`config.mk`:
```
export PLATFORM = sky130hd
export DESIGN_NAME = memory_interface_flat
export DESIGN_NICKNAME = d
export VERILOG_FILES = /design/src/rtl/mem_if_pkg.sv /design/src/rtl/memory_interface_if.sv /design/src/rtl/memory_interface.sv /design/src/flat_wrapper.sv
export SDC_FILE = /design/constraint.sdc
export NUM_CORES = 1
export LEC_CHECK = 0
export BUFFER_PORTS_ARGS = -buffer_cell sky130_fd_sc_hd__buf_2
export CELL_PAD_IN_SITES_DETAIL_PLACEMENT = 1
export CELL_PAD_IN_SITES_GLOBAL_PLACEMENT = 1
export CORE_MARGIN = 2
export CORE_UTILIZATION = 35
export CTS_CLUSTER_SIZE = 40
export DETAILED_ROUTE_END_ITERATION = 16
export PLACE_DENSITY = 0.85
export SLEW_MARGIN = 20
export SYNTH_ARGS = -nofsm -noshare
export SYNTH_HDL_FRONTEND = slang
export SYNTH_SLANG_ARGS = --single-unit
```
`constraint.sdc`:
```
create_clock -name clk -period 4.2 [get_ports clk]
set_clock_uncertainty 0.2 [all_clocks]
set_input_delay 0 -clock clk [delete_from_list [all_inputs] [get_ports clk]]
set_output_delay 0 -clock clk [all_outputs]
set_load 0.03 [all_outputs]
```
`src/rtl/mem_if_pkg.sv`:
```
// Shared definitions for the memory access sequencer, the RAM and the MAR/MDR blocks.
package mem_if_pkg;

  localparam int unsigned MEM_ADDR_W = 9;
  localparam int unsigned MEM_DATA_W = 32;
  localparam int unsigned WAIT_W     = 3;

  typedef enum logic [2:0] {
    IDLE,
    RD_ISSUE,
    RD_CAPTURE,
    WR_ISSUE,
    DONE
  } mem_state_e;

  // Values above 7 do not fit the 3-bit wait counter, so they saturate at 7.
  function automatic logic [WAIT_W-1:0] wait_load(input int unsigned n);
    return (n > 7) ? '1 : WAIT_W'(n);
  endfunction

endpackage

```
`src/rtl/memory_interface_if.sv`:
```
// CPU-side request/response and RAM-side strobe bundle for memory_interface.
interface memory_interface_if
  import mem_if_pkg::*;
#(
  parameter int unsigned ADDR_W = MEM_ADDR_W,
  parameter int unsigned DATA_W = MEM_DATA_W
);

  // CPU side
  logic              mem_req;
  logic              mem_wr;
  logic [ADDR_W-1:0] addr_in;
  logic [DATA_W-1:0] wdata;
  logic [DATA_W-1:0] rdata;
  logic              busy;
  logic              done;

  // RAM side
  logic              ram_read;
  logic              ram_write;
  logic [ADDR_W-1:0] ram_address;
  logic [DATA_W-1:0] ram_wdata;
  logic [DATA_W-1:0] ram_rdata;

  // The sequencer itself
  modport slave (
    input  mem_req, mem_wr, addr_in, wdata, ram_rdata,
    output rdata, busy, done, ram_read, ram_write, ram_address, ram_wdata
  );

  // The surrounding CPU datapath and RAM
  modport master (
    output mem_req, mem_wr, addr_in, wdata, ram_rdata,
    input  rdata, busy, done, ram_read, ram_write, ram_address, ram_wdata
  );

endinterface

```
`src/rtl/memory_interface.sv`:
```
// memory_interface: sequences one CPU read or write into a synchronous RAM.
// All outputs are registered; nothing is combinationally derived from mem_req.
module memory_interface
  import mem_if_pkg::*;
#(
  parameter int unsigned ADDR_W      = MEM_ADDR_W,
  parameter int unsigned DATA_W      = MEM_DATA_W,
  parameter int unsigned WAIT_CYCLES = 0
) (
  input  logic              clk,
  input  logic              clr,
  memory_interface_if.slave bus
);

  localparam logic [WAIT_W-1:0] WAIT_LOAD = wait_load(WAIT_CYCLES);

  mem_state_e        state;
  logic [WAIT_W-1:0] wait_cnt;
  logic [ADDR_W-1:0] addr_q;
  logic [DATA_W-1:0] wdata_q;
  logic [DATA_W-1:0] rdata_q;
  logic              read_q;
  logic              write_q;
  logic              busy_q;
  logic              done_q;

  // Access FSM; strobes, busy and done are set on the edge that enters the
  // state they belong to, so each output equals a decode of the current state.
  always_ff @(posedge clk or negedge clr) begin
    if (!clr) begin
      state    <= IDLE;
      wait_cnt <= '0;
      addr_q   <= '0;
      wdata_q  <= '0;
      rdata_q  <= '0;
      read_q   <= 1'b0;
      write_q  <= 1'b0;
      busy_q   <= 1'b0;
      done_q   <= 1'b0;
    end else begin
      case (state)
        IDLE: begin
          if (bus.mem_req) begin
            addr_q   <= bus.addr_in;
            wdata_q  <= bus.wdata;
            wait_cnt <= WAIT_LOAD;
            busy_q   <= 1'b1;
            if (bus.mem_wr) begin
              state   <= WR_ISSUE;
              write_q <= 1'b1;
            end else begin
              state  <= RD_ISSUE;
              read_q <= 1'b1;
            end
          end
        end
        RD_ISSUE: begin
          if (wait_cnt == '0) begin
            state  <= RD_CAPTURE;
            read_q <= 1'b0;
          end else begin
            wait_cnt <= wait_cnt - 1'b1;
          end
        end
        RD_CAPTURE: begin
          rdata_q <= bus.ram_rdata;
          done_q  <= 1'b1;
          state   <= DONE;
        end
        WR_ISSUE: begin
          if (wait_cnt == '0) begin
            state   <= DONE;
            write_q <= 1'b0;
            done_q  <= 1'b1;
          end else begin
            wait_cnt <= wait_cnt - 1'b1;
          end
        end
        DONE: begin
          done_q <= 1'b0;
          busy_q <= 1'b0;
          state  <= IDLE;
        end
        default: begin
          state   <= IDLE;
          read_q  <= 1'b0;
          write_q <= 1'b0;
          busy_q  <= 1'b0;
          done_q  <= 1'b0;
        end
      endcase
    end
  end

  assign bus.rdata       = rdata_q;
  assign bus.busy        = busy_q;
  assign bus.done        = done_q;
  assign bus.ram_read    = read_q;
  assign bus.ram_write   = write_q;
  assign bus.ram_address = addr_q;
  assign bus.ram_wdata   = wdata_q;

  // Strobes are mutually exclusive and done never lasts beyond one cycle.
  a_strobe_excl: assert property (@(posedge clk) disable iff (!clr) !(read_q && write_q));
  a_done_pulse:  assert property (@(posedge clk) disable iff (!clr) done_q |=> !done_q);
  a_busy_state:  assert property (@(posedge clk) disable iff (!clr) busy_q == (state != IDLE));

endmodule

```
`src/flat_wrapper.sv`:
```
// flat-port wrapper written by rule: the top's interface ports become plain ports
module memory_interface_flat import mem_if_pkg::*;
#(
  parameter int unsigned ADDR_W      = MEM_ADDR_W,
  parameter int unsigned DATA_W      = MEM_DATA_W,
  parameter int unsigned WAIT_CYCLES = 0
)
  (clk, clr, bus_mem_req, bus_mem_wr, bus_addr_in, bus_wdata, bus_ram_rdata, bus_rdata, bus_busy, bus_done, bus_ram_read, bus_ram_write, bus_ram_address, bus_ram_wdata);
  memory_interface_if #(.ADDR_W(ADDR_W), .DATA_W(DATA_W)) bus_i ();
  input  logic clk;
  input  logic clr;
  input wire logic [$bits(bus_i.mem_req)-1:0] bus_mem_req;
  input wire logic [$bits(bus_i.mem_wr)-1:0] bus_mem_wr;
  input wire logic [$bits(bus_i.addr_in)-1:0] bus_addr_in;
  input wire logic [$bits(bus_i.wdata)-1:0] bus_wdata;
  input wire logic [$bits(bus_i.ram_rdata)-1:0] bus_ram_rdata;
  output wire logic [$bits(bus_i.rdata)-1:0] bus_rdata;
  output wire logic [$bits(bus_i.busy)-1:0] bus_busy;
  output wire logic [$bits(bus_i.done)-1:0] bus_done;
  output wire logic [$bits(bus_i.ram_read)-1:0] bus_ram_read;
  output wire logic [$bits(bus_i.ram_write)-1:0] bus_ram_write;
  output wire logic [$bits(bus_i.ram_address)-1:0] bus_ram_address;
  output wire logic [$bits(bus_i.ram_wdata)-1:0] bus_ram_wdata;
  assign bus_i.mem_req = bus_mem_req;
  assign bus_i.mem_wr = bus_mem_wr;
  assign bus_i.addr_in = bus_addr_in;
  assign bus_i.wdata = bus_wdata;
  assign bus_i.ram_rdata = bus_ram_rdata;
  assign bus_rdata = bus_i.rdata;
  assign bus_busy = bus_i.busy;
  assign bus_done = bus_i.done;
  assign bus_ram_read = bus_i.ram_read;
  assign bus_ram_write = bus_i.ram_write;
  assign bus_ram_address = bus_i.ram_address;
  assign bus_ram_wdata = bus_i.ram_wdata;
  memory_interface #(.ADDR_W(ADDR_W), .DATA_W(DATA_W), .WAIT_CYCLES(WAIT_CYCLES)) u_core (.clk(clk), .clr(clr), .bus(bus_i));
endmodule
```
==> flow_summary_export.csv <==
group,metric,value,unit
critical_path,reg2reg_slack,1.55,ns
floorplan,die_y,100,microns
clock_tree,cts_made_buffers,9,
run_status,outcome,"completed",
critical_path,reg2reg_to,"u_core.bus.ram_address[5]",
synth,netlist_area,0.00326,sq mm
floorplan,start_util,35.6,%
critical_path,required,4.29,ns
clock_tree,cts_sinks,83,
pwr,intPower,0.00222,W
floorplan,dieWidth,100,microns
critical_path,r2r_cells,4,
sta,slew_viol_final,0,
synth,ys_seq_area_share,63.8,%
global_routing,grt_pass1_wl,16900,microns
route,post_drt_wl_per_cell,16.2,microns
synth,ys_top_cells_by_area,"dfrtp_1 64%, nand2_1 15%, mux2_2 11%",
placed_design,dp_cells,543,
synth,synth.avg_cell_area,11.2,sq um
global_routing,first_global_vias,3456,
sta,worst_hold_slack,0.0609,ns
floorplan,coreArea,0.00915,sq mm
synth,synthMuxAreaShare,11.4,%
route,drtAntennaViolNets,0,
synth,synthesis.nets,370,
critical_path,crit_slowest_cell,"nor4b_4",
critical_path,critPathMaxFanout,20,
sta,final-hold-violation-count,0,
synth,synthCells,291,
synth,synthAdderAreaFrac,0.768,%
clock_tree,post_cts_resized,0,
synth,synth_xor_area_share,0.269,%
synth,yosysMostFrequentCell,"nand2_1",
pwr,p_leak,2.66,nW
route,firstDrtPassIters,4,
global_routing,grt_util_all_layers,21.6,%
floorplan,ios,154,
synth,netlist_top_cells_count,"126 x nand2_1, 83 x dfrtp_1, 32 x mux2_2",
floorplan,placementRows,35,
route,vias_per_cell,4.60,
final_layout,antenna_cells,0,
critical_path,crit_buf_inv,1,
synth,synth-simple-area-share,17.3,%
critical_path,r2r_start,"u_core.state[0]",
global_routing,antenna_found_initial,0,
sta,fmax,377,MHz
sta,rsz0062_at_grt,"no",
synth,synth-edff-count,0,
worst_hold_path,hold_path.class,"primary input to asynchronous set/reset pin",
placed_design,place_hpwl,5730,microns
clock_tree,cts_tree,"yes",
sta,worst_pin_slew,1.09,ns
critical_path,crit_top_cell,"nand2_1",
synth,synth-seq-cells,83,
placed_design,place_congestion,0.720,
final_layout,nets,616,
sta,fin_crit,2.65,ns
clock_tree,cts.path.max_buffers,2,
critical_path,start_kind,"register",
clock_tree,htree_levels,3,
sta,fin_crit_sh,63.1,%
final_layout,drive_above_1_share,38.0,%
clock_tree,clk_pin_slew,0.09,ns
critical_path,critical-path-max-stage-delay,1.01,ns
synth,synth_top_family_by_area,"simple AND/OR/NAND/NOR gates",
global_routing,grt_start_max_net_pins,84,
pwr,powerDensity,781,mW/mm^2
run,cap_violations,0,
critical_path,cp_top_family,"simple AND/OR/NAND/NOR gates",
critical_path,crit_path_end_kind,"register",
pwr,p_sw,0.00187,W
synth,synthArstFlopShare,100,%
synth,synth_top_cell_by_area,"dfrtp_1",
pwr,power_frac_comb,49.9,%
placed_design,numPortBuffers,153,
critical_path,arrival,2.74,ns
sta,final-setup-viol-count,0,
route,first_iter_violations,61,
sta,final.setup.worst_slack,1.55,ns
synth,ys.warnings.count,0,
route,routed_wl,10600,microns
pwr,vdd_ir_drop_max,0.401,mV
pwr,seq_power_share,34.8,%
pwr,swShare,45.7,%
sta,slew_headroom,27.3,%
critical_path,crit_chain,"nor4b_4 -> nand2_1 -> dlygate4sd3_1 -> nand2_1",
route,num_vias,3004,
route,drc_errors,0,
sta,tns,0,ns
synth,synth_cell_types,26,
synth,netlist.area_leader.share,63.8,%
critical_path,path_class,"register to register",
global_routing,grt.overflow.total,0,
placed_design,place_ws,1.82,ns
final_layout,instances_no_fill,653,
synth,ys.flop_type,"dfrtp_1",
synth,synth_compound_area_share,2.77,%
pwr,clockPowerShare,15.2,%
final_layout,area_delta_synth_final,61.0,%
clock_tree,worstSkewPairLatency,0.35,ns
floorplan,die_area,0.0101,sq mm
clock_tree,cts_root_buffer,"clkbuf_8",
-- sequential cells by signal, summed over array words and instances (netlist names) --
register	flops
u_core.bus.busy	1
u_core.bus.ram_write	1
u_core.state	3
u_core.bus.ram_read	1
u_core.bus.ram_address	9
u_core.bus.rdata	32
u_core.bus.done	1
u_core.wait_cnt	3
u_core.bus.ram_wdata	32
-- worst max path at each step --
stage | from | cells after the start | end
2_1_floorplan | u_core.state[1] | 6 | u_core.bus.ram_address[0]
3_3_place_gp | u_core.state[0] | 4 | u_core.bus.ram_wdata[13]
3_5_place_dp | u_core.state[0] | 4 | u_core.bus.ram_wdata[12]
4_1_cts | u_core.state[0] | 4 | u_core.bus.ram_address[3]
5_1_grt | u_core.state[0] | 4 | u_core.bus.ram_wdata[31]
6_report | u_core.state[0] | 4 | u_core.bus.ram_address[5]
-- cells in the final DEF (no fill, tap or decap), types with 2 or more instances in the layout --
master,n
o21ai_0,2
nand3_1,2
nand2_1,126
buf_2,152
nor2b_1,2
clkbuf_8,9
clkbuf_1,2
mux2_2,32
ha_1,2
nand2b_1,4
dlygate4sd3_1,94
dfrtp_1,83
bufinv_16,2
a21oi_1,3
clkinv_2,2
nor2_1,2
buf_4,3
inv_1,4
-- cell families (layout without fill, tap and decap cells) --
logic type | after synthesis | in the layout
and+or+nand+nor | 140 | 140
DFF | 83 | 83
muxes | 33 | 33
buffers and inverters | 19 | 270
AOI/OAI and AO/OA | 13 | 13
adders and majority gates | 2 | 2
xor gates and xnor gates | 1 | 1
-- power groups by stage --
stage / registers (W) / clock network [W] / logic, W
after floorplan: 0.00212 / 0 / 0.000650
after global placement: 0.00140 / 0 / 0.00186
after detailed placement: 0.00142 / 0 / 0.00192
after CTS: 0.00142 / 0.000641 / 0.00202
after global routing: 0.00148 / 0.000681 / 0.00218
final: 0.00143 / 0.000624 / 0.00204
-- cell type report --
class                      instances  area (sq um)
tap                              111           139
fill                            1036          3910
clock buffer                      11           131
timing repair buffer             250          1740
clock inverter                     5          77.6
sequential                        83          2080
multi-input combinational        189          1070
inverter                           4          15.0
-- timing repair --
action | in CTS | in global routing
setup buffers | 0 | 0
hold buffers | 94 | 0
endpoints found under the hold margin | 161 | 0
-- layer usage --
metal  track usage, %  vias up  routed length (microns)
met3             4.92       14                      507
met1             22.9     1472                     4000
met4             6.95        0                      175
met2             41.8       96                     5890
li1                 -     1422                        -
met5                0        -                        0
-- through the flow --
stage	total power, W	instance area [sq um]	utilization (%)
finish	0.00409	5250	57.3
global placement	0.00327	4090	44.7
detailed placement	0.00334	4090	44.7
CTS	0.00408	5240	57.3
global route	0.00435	5250	57.3
floorplan	0.00277	3260	-
Power figures use the tool's default switching activity.
